[config.mk]
export PLATFORM = sky130hd
export DESIGN_NAME = writeback_queue
export DESIGN_NICKNAME = d
export VERILOG_FILES = /design/src/rtl/writeback_queue.sv
export SDC_FILE = /design/constraint.sdc
export NUM_CORES = 1
export LEC_CHECK = 0
export ABC_AREA = 0
export CORE_UTILIZATION = 35
export CTS_BUF_LIST = sky130_fd_sc_hd__clkbuf_8
export CTS_CLUSTER_DIAMETER = 60
export DETAILED_ROUTE_END_ITERATION = 10
export MAX_ROUTING_LAYER = met4
export SYNTH_ARGS = -nofsm -noshare
export SYNTH_HDL_FRONTEND = slang
export SYNTH_SLANG_ARGS = --single-unit
[constraint.sdc]
create_clock -name clk -period 6.45 [get_ports clk]
set_input_delay 0.9675 -clock clk [delete_from_list [all_inputs] [get_ports clk]]
set_output_delay 0.9675 -clock clk [all_outputs]
set_load 0.01 [all_outputs]
[src/rtl/writeback_queue.sv]
// Writeback queue: merges ALU and load results into one in-order register
// bank write stream, with an optional youngest-match bypass lookup.
//
// Ports:
//   clk, reset           single clock, synchronous active-high reset
//   alu_* / mem_*        valid/ready producer ports (dr, signed data)
//   write, dr, wrData    register bank write port (head of queue)
//   sr1, sr2             bypass lookup source registers
//   fwd{1,2}_hit/_data   bypass results
//   count, full, empty   queue status
//
// Optional feature: define WB_BYPASS_EN to build the bypass lookup;
// otherwise the fwd outputs are tied to 0.
module writeback_queue #(
  parameter int DEPTH = 4
) (
  input  logic                       clk,
  input  logic                       reset,
  input  logic                       alu_valid,
  output logic                       alu_ready,
  input  logic [4:0]                 alu_dr,
  input  logic signed [31:0]         alu_data,
  input  logic                       mem_valid,
  output logic                       mem_ready,
  input  logic [4:0]                 mem_dr,
  input  logic signed [31:0]         mem_data,
  output logic                       write,
  output logic [4:0]                 dr,
  output logic signed [31:0]         wrData,
  input  logic [4:0]                 sr1,
  input  logic [4:0]                 sr2,
  output logic                       fwd1_hit,
  output logic                       fwd2_hit,
  output logic signed [31:0]         fwd1_data,
  output logic signed [31:0]         fwd2_data,
  output logic [$clog2(DEPTH):0]     count,
  output logic                       full,
  output logic                       empty
);

  localparam int AW = $clog2(DEPTH);
  localparam logic [AW:0] CNT_FULL = (AW+1)'(DEPTH);
  localparam logic [AW:0] CNT_LAST = (AW+1)'(DEPTH - 1);

  logic [4:0]         q_dr   [DEPTH];
  logic signed [31:0] q_data [DEPTH];
  logic [AW-1:0]      rd_ptr;
  logic [AW-1:0]      wr_ptr;

  logic alu_push;
  logic mem_push;
  logic deq;
  logic [AW-1:0] mem_slot;

  assign full  = (count == CNT_FULL);
  assign empty = (count == '0);

  // No credit is given for the dequeue happening in the same cycle.
  assign alu_ready = (count < CNT_FULL);
  // MEM may take the last free slot only when ALU is not competing for it.
  assign mem_ready = (count < CNT_LAST) ||
                     ((count < CNT_FULL) && !alu_valid);

  // dr == 0 transfers complete the handshake but never occupy a slot.
  assign alu_push = alu_valid && alu_ready && (alu_dr != 5'd0);
  assign mem_push = mem_valid && mem_ready && (mem_dr != 5'd0);
  assign deq      = !empty;

  // ALU entry goes ahead of the MEM entry when both arrive together.
  assign mem_slot = wr_ptr + AW'(alu_push);

  assign write  = !empty;
  assign dr     = empty ? 5'd0  : q_dr[rd_ptr];
  assign wrData = empty ? 32'sd0 : q_data[rd_ptr];

  always_ff @(posedge clk) begin
    if (reset) begin
      rd_ptr <= '0;
      wr_ptr <= '0;
      count  <= '0;
    end else begin
      if (alu_push) begin
        q_dr[wr_ptr]   <= alu_dr;
        q_data[wr_ptr] <= alu_data;
      end
      if (mem_push) begin
        q_dr[mem_slot]   <= mem_dr;
        q_data[mem_slot] <= mem_data;
      end
      wr_ptr <= wr_ptr + AW'(alu_push) + AW'(mem_push);
      rd_ptr <= rd_ptr + AW'(deq);
      count  <= count + (AW+1)'(alu_push) + (AW+1)'(mem_push)
                - (AW+1)'(deq);
    end
  end

`ifdef WB_BYPASS_EN
  // Walks oldest to youngest so the last match (youngest) wins.
  // Only start-of-cycle contents are visible.
  function automatic logic [32:0] lookup(input logic [4:0] sr);
    logic [32:0] res;
    logic [AW-1:0] idx;
    res = '0;
    for (int k = 0; k < DEPTH; k++) begin
      idx = rd_ptr + AW'(k);
      if (((AW+1)'(k) < count) && (sr != 5'd0) && (q_dr[idx] == sr))
        res = {1'b1, q_data[idx]};
    end
    return res;
  endfunction

  always_comb begin
    {fwd1_hit, fwd1_data} = lookup(sr1);
    {fwd2_hit, fwd2_data} = lookup(sr2);
  end
`else
  logic unused_sr;
  assign unused_sr = ^{sr1, sr2};
  assign fwd1_hit  = 1'b0;
  assign fwd2_hit  = 1'b0;
  assign fwd1_data = 32'sd0;
  assign fwd2_data = 32'sd0;
`endif

endmodule

==> impl_metrics.yaml, run 1 <==
route:
  wirelength_mm: 19.0
  viasPerCell: 4.79
  dr.pass1.iters: 4
  wire_per_inst_microns: 19.4
  vias: 4676
  drc: 0
  first_iter_violations: 199
  ant_nets: 0
hold_path:
  worstHoldPathType: "reg -> reg"
  worstHoldStart: "count[0]"
placement:
  gp_congestion: 0.705
  dp_cells: 944
  io_buffers: 122
  dp_hpwl_mm: 11.6
logic_synthesis:
  syn_area_per_cell_sq_um: 16.2
  synth_warnings: 0
  synth_edf_count: 148
  synth.yosys.seq_area_share: 0.541
  ys.flop_type: "edfxtp_1"
  syn-cell-area_sq_mm: 0.00847
  synthDistinctLibCells: 30
  synthArstFlopShare: 0
  syn_inst: 522
  ys_seq_elements: 155
worst_setup_path:
  critical_path_required_ns: 6.56
  crit_fanout: 38
  critPathCaptureType: "register"
  start_kind: "input pin"
  path_class: "in -> reg"
  reg2reg_from: "count[2]"
  worstSetupStartpoint: "alu_dr[3]"
  crit_arrival_ns: 4.87
floorplan:
  fp.dieArea_sq_mm: 0.0248
  ioPinCount: 199
  die_y_microns: 158
  die_width_microns: 158
  floorplan.initialDensity: 0.359
  num_rows: 56
  core_sq_mm: 0.0236
sta:
  worst_pin_slew_ns: 1.18
  clock_skew_ns: 0.0122
  period_needed_ns: 4.76
  finalSetupTns_ns: 0
  rsz0062_at_grt: "no"
  hold_viol_final: 0
  slew_headroom: 0.215
  drv_slew: 0
  max_clock_freq_ghz: 0.210
  setup_viol: 0
  min_period_over_period: 0.738
clocking:
  clockBufferDepth: 2
  cts_setup_buffers: 0
  cts-buffers-inserted: 17
  cts_max_level: 4
  clock_latency_ns: 0.45
  cts_repair_resize_count: 0
  cts-hold-fix-buffers: 0
  clockRootBuffer: "clkbuf_8"
  cts_sinks: 155
  cts_tree: "yes"
  clk_pin_slew_worst_paths_ns: 0.10
flow_run:
  cap_violations: 0
power_and_ir_drop:
  power_leakage_nw: 3.49
  powerDensity_mw_per_mm2: 369
  ir_worst_vdd_mv: 0.198
  fin_total_pwr_w: 0.00375
global_route:
  grt_max_degree: 40
  grt.busiest_layer: "met2"
  grt_antenna_before_repair: 0
  grt_pass1_vias: 4974
  grt-ovfl-total: 0
  met1_usage: 0.199
  grtUsageMet3: 0.0320
  grt_pass1_wl_mm: 28.6
  use_met2: 0.281
  grt.total_usage: 0.166
layout:
  drive_gt1_frac: 0.359
  nNetsFinal: 739
  fin_cells: 976
  antennaDiodeCount: 0
  area_delta_synth_final_pct: 19.7
run_status:
  status: "complete, no violations"
## report_power, final
part           total, W  switching [W]  internal, W  leakage, nW
Sequential      0.00147       0.000135      0.00134         1.41
Combinational   0.00156       0.000712     0.000848         1.89
Clock          0.000715       0.000424     0.000291        0.198
## metrics by stage
stage               hold slack, ns  utilization  cell area (sq um)  setup slack [ns]
CTS                          0.751        0.429              10100              1.68
global route                 0.797        0.429              10100              1.42
detailed placement           0.735        0.413               9760              1.18
global placement             0.712        0.413               9760              1.34
finish                       0.753        0.429              10100              1.69
floorplan                    0.542            -               8720             0.848
## worst max-delay path, cell delays in order
cell             delay, ns
clkdlybuf4s50_1       0.49
or4_1                 0.61
o211ai_1              0.53
inv_1                 0.10
ha_1                  0.24
xor2_2                0.30
nand2_1               0.08
or3_2                 0.92
o41ai_2               0.21
buf_4                 0.41
## state kept, by name (all words and copies together) (netlist names)
register,cells
wr_ptr,2
q_dr,20
count,3
rd_ptr,2
q_data,128
## Yosys cell counts (3+ instances only)
cell type | number | area [sq um]
edfxtp_1 | 148 | 4440
mux2_2 | 122 | 1370
buf_4 | 67 | 503
nor2b_1 | 40 | 250
mux4_2 | 37 | 833
mux2_4 | 19 | 285
buf_6 | 11 | 124
inv_1 | 10 | 37.5
clkbuf_1 | 9 | 33.8
buf_2 | 8 | 40.0
dfxtp_1 | 7 | 140
mux2_1 | 7 | 78.8
nor2_1 | 7 | 26.3
ha_1 | 5 | 62.6
nor3_1 | 3 | 15.0
xnor2_1 | 3 | 26.3
## layer usage
| layer | up-vias | part of all wire |
|---|---|---|
| li1 | 2106 | - |
| met1 | 2409 | 0.43 |
| met2 | 144 | 0.52 |
| met3 | 17 | 0.038 |
| met4 | 0 | 0.012 |
| met5 | - | 0 |
## final timing paths
path                                       to  slack [ns]  cells after the start
worst max-delay path            q_data[2][18]        1.69                     10
worst min-delay path                 count[0]        0.75                      3
worst max register to register  q_data[2][18]        2.94                      9
worst min register to register       count[0]        0.75                      3
## cells by family (layout without fill, tap and decap cells)
family	after synthesis	in the layout	share of synthesized area
fa+ha+maj	7	7	0.0121
mux	185	185	0.303
buf+inv	105	175	0.0871
compound gates	7	7	0.00975
flops	155	155	0.541
xor+xnor	4	4	0.00502
simple gates	58	58	0.0411
other cells	1	66	0.000443
## cell usage in the layout (no fill, tap or decap)
master | Yosys | layout
a31o_2 | 2 | 2
a31oi_4 | 1 | 1
buf_4 | 67 | 11
clkbuf_8 | 0 | 17
clkdlybuf4s50_1 | 0 | 122
clkinv_8 | 0 | 1
clkinvlp_4 | 0 | 1
conb_1 | 1 | 66
dfxtp_1 | 7 | 5
dfxtp_2 | 0 | 1
dfxtp_4 | 0 | 1
edfxtp_1 | 148 | 148
fa_1 | 2 | 2
ha_1 | 5 | 5
inv_1 | 10 | 11
inv_6 | 0 | 6
inv_8 | 0 | 6
mux2_1 | 7 | 7
mux2_2 | 122 | 122
mux2_4 | 19 | 19
mux4_2 | 37 | 37
nand2_1 | 2 | 2
nand2_2 | 1 | 1
nor2_1 | 7 | 7
nor2b_1 | 40 | 40
nor3_1 | 3 | 1
nor3_2 | 0 | 2
nor4_2 | 0 | 1
o211ai_1 | 1 | 1
o21bai_4 | 1 | 1
o41ai_2 | 0 | 2
or3_2 | 0 | 1
or4_1 | 1 | 1
or4_4 | 2 | 2
xnor2_1 | 3 | 3
xor2_2 | 1 | 1
## final cells by class
cell class | instances | area, sq um
Tap cell | 319 | 399
Inverter | 10 | 37.5
Sequential cell | 155 | 4590
Clock inverter | 15 | 148
Clock buffer | 17 | 234
Multi-Input combinational cell | 327 | 3430
Timing Repair Buffer | 133 | 1300
Fill cell | 2124 | 13500
(Power assumes the default switching activity.)
==> inputs of run 2 (changes only) <==
- clock period: 6.45 -> 4 ns (I/O delays scaled with it)
==> impl_metrics.yaml, run 2 (same netlist as run 1, synthesis figures left out) <==
run_status:
  status: "complete, no violations"
layout:
  area_delta_synth_final_pct: 22.0
  drive_gt1_frac: 0.369
  multi_input_area_sq_mm: 0.00343
  final_common_cell: "edfxtp_1"
  fill_cells: 2175
  largest-register: "q_data"
  regArea_sq_mm: 0.00459
  final_cell_mix: "edfxtp_1, mux2_2, clkdlybuf4s50_1"
  nNetsFinal: 754
  antennaDiodeCount: 0
  largest_register_ff_count: 128
  largestRegisters: "q_data (128), q_dr (20), count (3)"
floorplan:
  ioPinCount: 199
  num_rows: 56
  fp.dieArea_sq_mm: 0.0248
  die_width_microns: 158
  core_sq_mm: 0.0236
  floorplan.initialDensity: 0.359
  die_y_microns: 158
clocking:
  clock_latency_ns: 0.44
  cts_max_level: 4
  cts_repair_resize_count: 0
  cts_sinks: 155
  clockBufferDepth: 2
  cts-buffers-inserted: 17
  clockRootBuffer: "clkbuf_8"
  cts-hold-fix-buffers: 0
  cts_tree: "yes"
  cts_setup_buffers: 0
  clk_pin_slew_worst_paths_ns: 0.08
route:
  viasPerCell: 4.80
  dr.pass1.iters: 4
  vias: 4756
  first_iter_violations: 246
  wirelength_mm: 19.5
  drc: 0
  wire_per_inst_microns: 19.7
  ant_nets: 0
power_and_ir_drop:
  switching_share: 0.327
  fin_total_pwr_w: 0.00608
  power_leakage_nw: 3.58
  power_frac_comb: 0.431
  switchingPower_w: 0.00199
  ir_worst_vdd_mv: 0.373
  pwr-share-seq: 0.391
  pwr-share-clk: 0.178
  powerDensity_mw_per_mm2: 588
  p_int_w: 0.00409
placement:
  io_buffers: 122
  gp_congestion: 0.731
  pre_cts_ws_ns: 0.125
  dp_hpwl_mm: 12.4
sta:
  drv_slew: 0
  clock_skew_ns: 0.00895
  max_clock_freq_ghz: 0.294
  min_period_over_period: 0.851
  rsz0062_at_grt: "no"
  hold_viol_final: 0
  slew_headroom: 0.421
  finalSetupTns_ns: 0
  setup_viol: 0
  fin_ws_ns: 0.594
  worst_pin_slew_ns: 0.869
  period_needed_ns: 3.41
worst_setup_path:
  r2r-end: "q_dr[1][1]"
  critical_path.cell_chain: "clkdlybuf4s50_1, or4_1, o211ai_1, inv_1, ha_1, inv_1, nor4_2, buf_4, mux2_2"
  r2r_slack_ns: 1.34
  r2r.worst_path.cells: 8
  path_class: "in -> reg"
  critPathSlowestCell: "or4_1"
  crit_buf_inv: 4
  critPathCaptureType: "register"
  critical_path_required_ns: 4.19
  start_kind: "input pin"
  crit_fanout: 21
  reg2reg_from: "count[2]"
  cp.depth: 9
  crit_top_cell: "inv_1"
  crit_arrival_ns: 3.59
  max_stage_delay_ns: 0.61
  cpLargestDelayFamily: "buffers and inverters"
global_route:
  grt-ovfl-total: 0
  grt_pass1_wl_mm: 29.1
  grt.total_usage: 0.168
  grt_max_degree: 39
  grt_pass1_vias: 5001
  grt_antenna_before_repair: 0
flow_run:
  cap_violations: 0
hold_path:
  worstHoldStart: "count[0]"
  min_to: "count[0]"
  min_path_cells: 3
  worstHoldPathType: "reg -> reg"
-- run 2: changes by cell type in the layout (fill, tap and decap cells not counted), sizes merged --
cell	delta
clkinvlp	+4
buf	+15
bufinv	+1
inv	-9
clkinv	+4
-- run 2: routing by layer --
metal	wire (microns)	track usage	up-vias
met3	562	0.0304	11
met2	10400	0.287	139
met5	0	-	-
li1	-	-	2135
met1	8340	0.204	2471
met4	193	0.0490	0
-- run 2: layout make-up --
| class | instances | area share |
|---|---|---|
| Sequential cell | 155 | 0.444 |
| Multi-Input combinational cell | 327 | 0.331 |
| Timing Repair Buffer | 148 | 0.149 |
| Tap cell | 319 | 0.0386 |
| Clock buffer | 17 | 0.0226 |
| Clock inverter | 15 | 0.0108 |
| Inverter | 10 | 0.00363 |
-- run 2: metrics by stage --
step	hold slack [ns]	cell area (sq um)	util	instances
after CTS	0.753	10300	0.438	991
final	0.747	10300	0.438	991
after floorplan	0.542	8720	-	587
after global routing	0.789	10300	0.438	991
after global placement	0.715	9990	0.423	959
after detailed placement	0.734	9990	0.423	959
-- run 2: worst max path at each step --
stage / from / to / slack [ns]
floorplan: reset / q_data[0][0] / -1.23
global placement: alu_dr[1] / q_data[0][21] / 0.19
detailed placement: alu_dr[1] / q_data[1][20] / 0.12
CTS: alu_dr[1] / q_dr[1][1] / 0.61
global route: alu_dr[1] / q_dr[1][1] / 0.41
finish: alu_dr[1] / q_dr[1][1] / 0.59
-- run 2: power groups by stage --
| stage | clock network [W] | registers (W) | logic (W) |
|---|---|---|---|
| 5_1_grt | 0.00118 | 0.00242 | 0.00282 |
| 4_1_cts | 0.00111 | 0.00240 | 0.00268 |
| 2_1_floorplan | 0 | 0.00228 | 0.00163 |
| 3_3_place_gp | 0 | 0.00241 | 0.00265 |
| 6_report | 0.00108 | 0.00238 | 0.00262 |
| 3_5_place_dp | 0 | 0.00244 | 0.00266 |
-- run 2: worst register-to-register path, delay by kind of cell (launching register included) --
family                   cells  cell delay [ns]
AND/OR/NAND/NOR              1             0.33
buffers and inverters        4             0.74
flip-flops                   1             0.46
adder cells (fa/ha/maj)      1             0.35
multiplexers                 1             0.40
AO/OA/AOI/OAI                1             0.13
==> inputs of run 3 (changes only) <==
- CTS_CLUSTER_DIAMETER: 60 -> unset
- CTS_CLUSTER_SIZE: unset -> 40
- PLACE_DENSITY: unset -> 0.69
==> impl_metrics.yaml, run 3 (same netlist as run 1, synthesis figures left out) <==
run_status:
  status: "complete, no violations"
clocking:
  cts-buffers-inserted: 17
  cts_repair_resize_count: 0
  clk_pin_slew_worst_paths_ns: 0.09
  cts_tree: "yes"
  cts_max_level: 4
  cts_sinks: 155
  clock_latency_ns: 0.45
  cts-hold-fix-buffers: 0
  cts_setup_buffers: 0
  clockRootBuffer: "clkbuf_8"
  clockBufferDepth: 2
floorplan:
  die_y_microns: 158
  num_rows: 56
  fp.dieArea_sq_mm: 0.0248
  die_width_microns: 158
  ioPinCount: 199
  core_sq_mm: 0.0236
  floorplan.initialDensity: 0.359
layout:
  fill_cells: 2105
  area_delta_synth_final_pct: 22.1
  largestRegisters: "q_data (128), q_dr (20), count (3)"
  largest_register_ff_count: 128
  nNetsFinal: 751
  drive_gt1_frac: 0.369
  fin_cells: 988
  antennaDiodeCount: 0
  final_cell_mix: "edfxtp_1, mux2_2, clkdlybuf4s50_1"
  final_common_cell: "edfxtp_1"
  multi_input_area_sq_mm: 0.00343
  largest-register: "q_data"
  regArea_sq_mm: 0.00459
worst_setup_path:
  start_kind: "input pin"
  r2r_slack_ns: 1.36
  crit_arrival_ns: 3.60
  crit_path_end: "q_data[2][29]"
  r2r-end: "q_data[2][29]"
  critical_path_required_ns: 4.20
  path_class: "in -> reg"
  crit_fanout: 25
  r2r.worst_path.cells: 9
  reg2reg_from: "count[2]"
  critPathCaptureType: "register"
  worstSetupStartpoint: "alu_dr[1]"
sta:
  max_clock_freq_ghz: 0.294
  worst_pin_slew_ns: 0.873
  clock_skew_ns: 0.0140
  setup_viol: 0
  hold_viol_final: 0
  period_needed_ns: 3.40
  min_period_over_period: 0.849
  slew_headroom: 0.418
  rsz0062_at_grt: "no"
  drv_slew: 0
power_and_ir_drop:
  fin_total_pwr_w: 0.00623
  powerDensity_mw_per_mm2: 602
  ir_worst_vdd_mv: 0.450
  power_leakage_nw: 3.59
placement:
  dp_cells: 956
  io_buffers: 122
  dp_hpwl_mm: 11.9
  gp_congestion: 0.796
hold_path:
  min_path_cells: 3
  worstHoldPathType: "reg -> reg"
route:
  wire_per_inst_microns: 19.2
  dr.pass1.iters: 4
  first_iter_violations: 143
  viasPerCell: 4.73
  vias: 4674
  drc: 0
  wirelength_mm: 19.0
  ant_nets: 0
global_route:
  grt-ovfl-total: 0
  grt_max_degree: 39
  grt_antenna_before_repair: 0
  grt.total_usage: 0.164
  grt_pass1_wl_mm: 28.0
  grt_pass1_vias: 4996
flow_run:
  cap_violations: 0
==> run 3: changes by cell type in the layout (fill, tap and decap cells not counted), sizes merged <==
cell      change
inv           +3
buf           -3
clkinv        -2
bufinv        +2
clkinvlp      -3
==> run 3: layer usage <==
| layer | up-vias | global-route usage | part of all wire |
|---|---|---|---|
| met4 | 0 | 0.0439 | 0.0037 |
| li1 | 2126 | - | - |
| met5 | - | - | 0 |
| met2 | 172 | 0.276 | 0.52 |
| met3 | 14 | 0.0383 | 0.054 |
| met1 | 2362 | 0.197 | 0.43 |
==> run 3: layout make-up <==
class,instances,share of cell area
Sequential cell,155,0.444
Multi-Input combinational cell,327,0.331
Timing Repair Buffer,145,0.142
Tap cell,319,0.0386
Clock buffer,17,0.0226
Clock inverter,15,0.0181
Inverter,10,0.00363
==> run 3: power by group <==
part	internal, W	switching [W]	leakage [nW]	total, W
logic	0.00143	0.00120	1.97	0.00263
registers	0.00215	0.000183	1.41	0.00234
clock network	0.000631	0.000627	0.210	0.00126
total	0.00421	0.00201	3.59	0.00623
==> run 3: worst min path at each step <==
stage	start	to	slack [ns]
floorplan	rd_ptr[0]	rd_ptr[0]	0.54
global placement	count[0]	count[0]	0.72
detailed placement	count[0]	count[0]	0.72
CTS	count[0]	count[0]	0.74
global route	count[0]	count[0]	0.78
finish	count[0]	count[0]	0.74
==> run 3: critical path: stages <==
cell,delay (ns)
clkdlybuf4s50_1,0.51
or4_1,0.56
o211ai_1,0.23
inv_1,0.08
ha_1,0.21
xor2_2,0.30
nand2_1,0.08
or3_2,0.48
buf_12,0.21
mux2_1,0.34
==> run 3: metrics by stage <==
| stage | hold WS (ns) | setup WS (ns) | setup TNS, ns | instance area, sq um | utilization |
|---|---|---|---|---|---|
| floorplan | 0.542 | -1.23 | -91.33 | 8720 | - |
| global placement | 0.722 | 0.137 | 0 | 9920 | 0.420 |
| global route | 0.784 | 0.444 | 0 | 10300 | 0.438 |
| finish | 0.740 | 0.603 | 0 | 10300 | 0.438 |
| detailed placement | 0.721 | 0.116 | 0 | 9920 | 0.420 |
| CTS | 0.742 | 0.597 | 0 | 10300 | 0.438 |
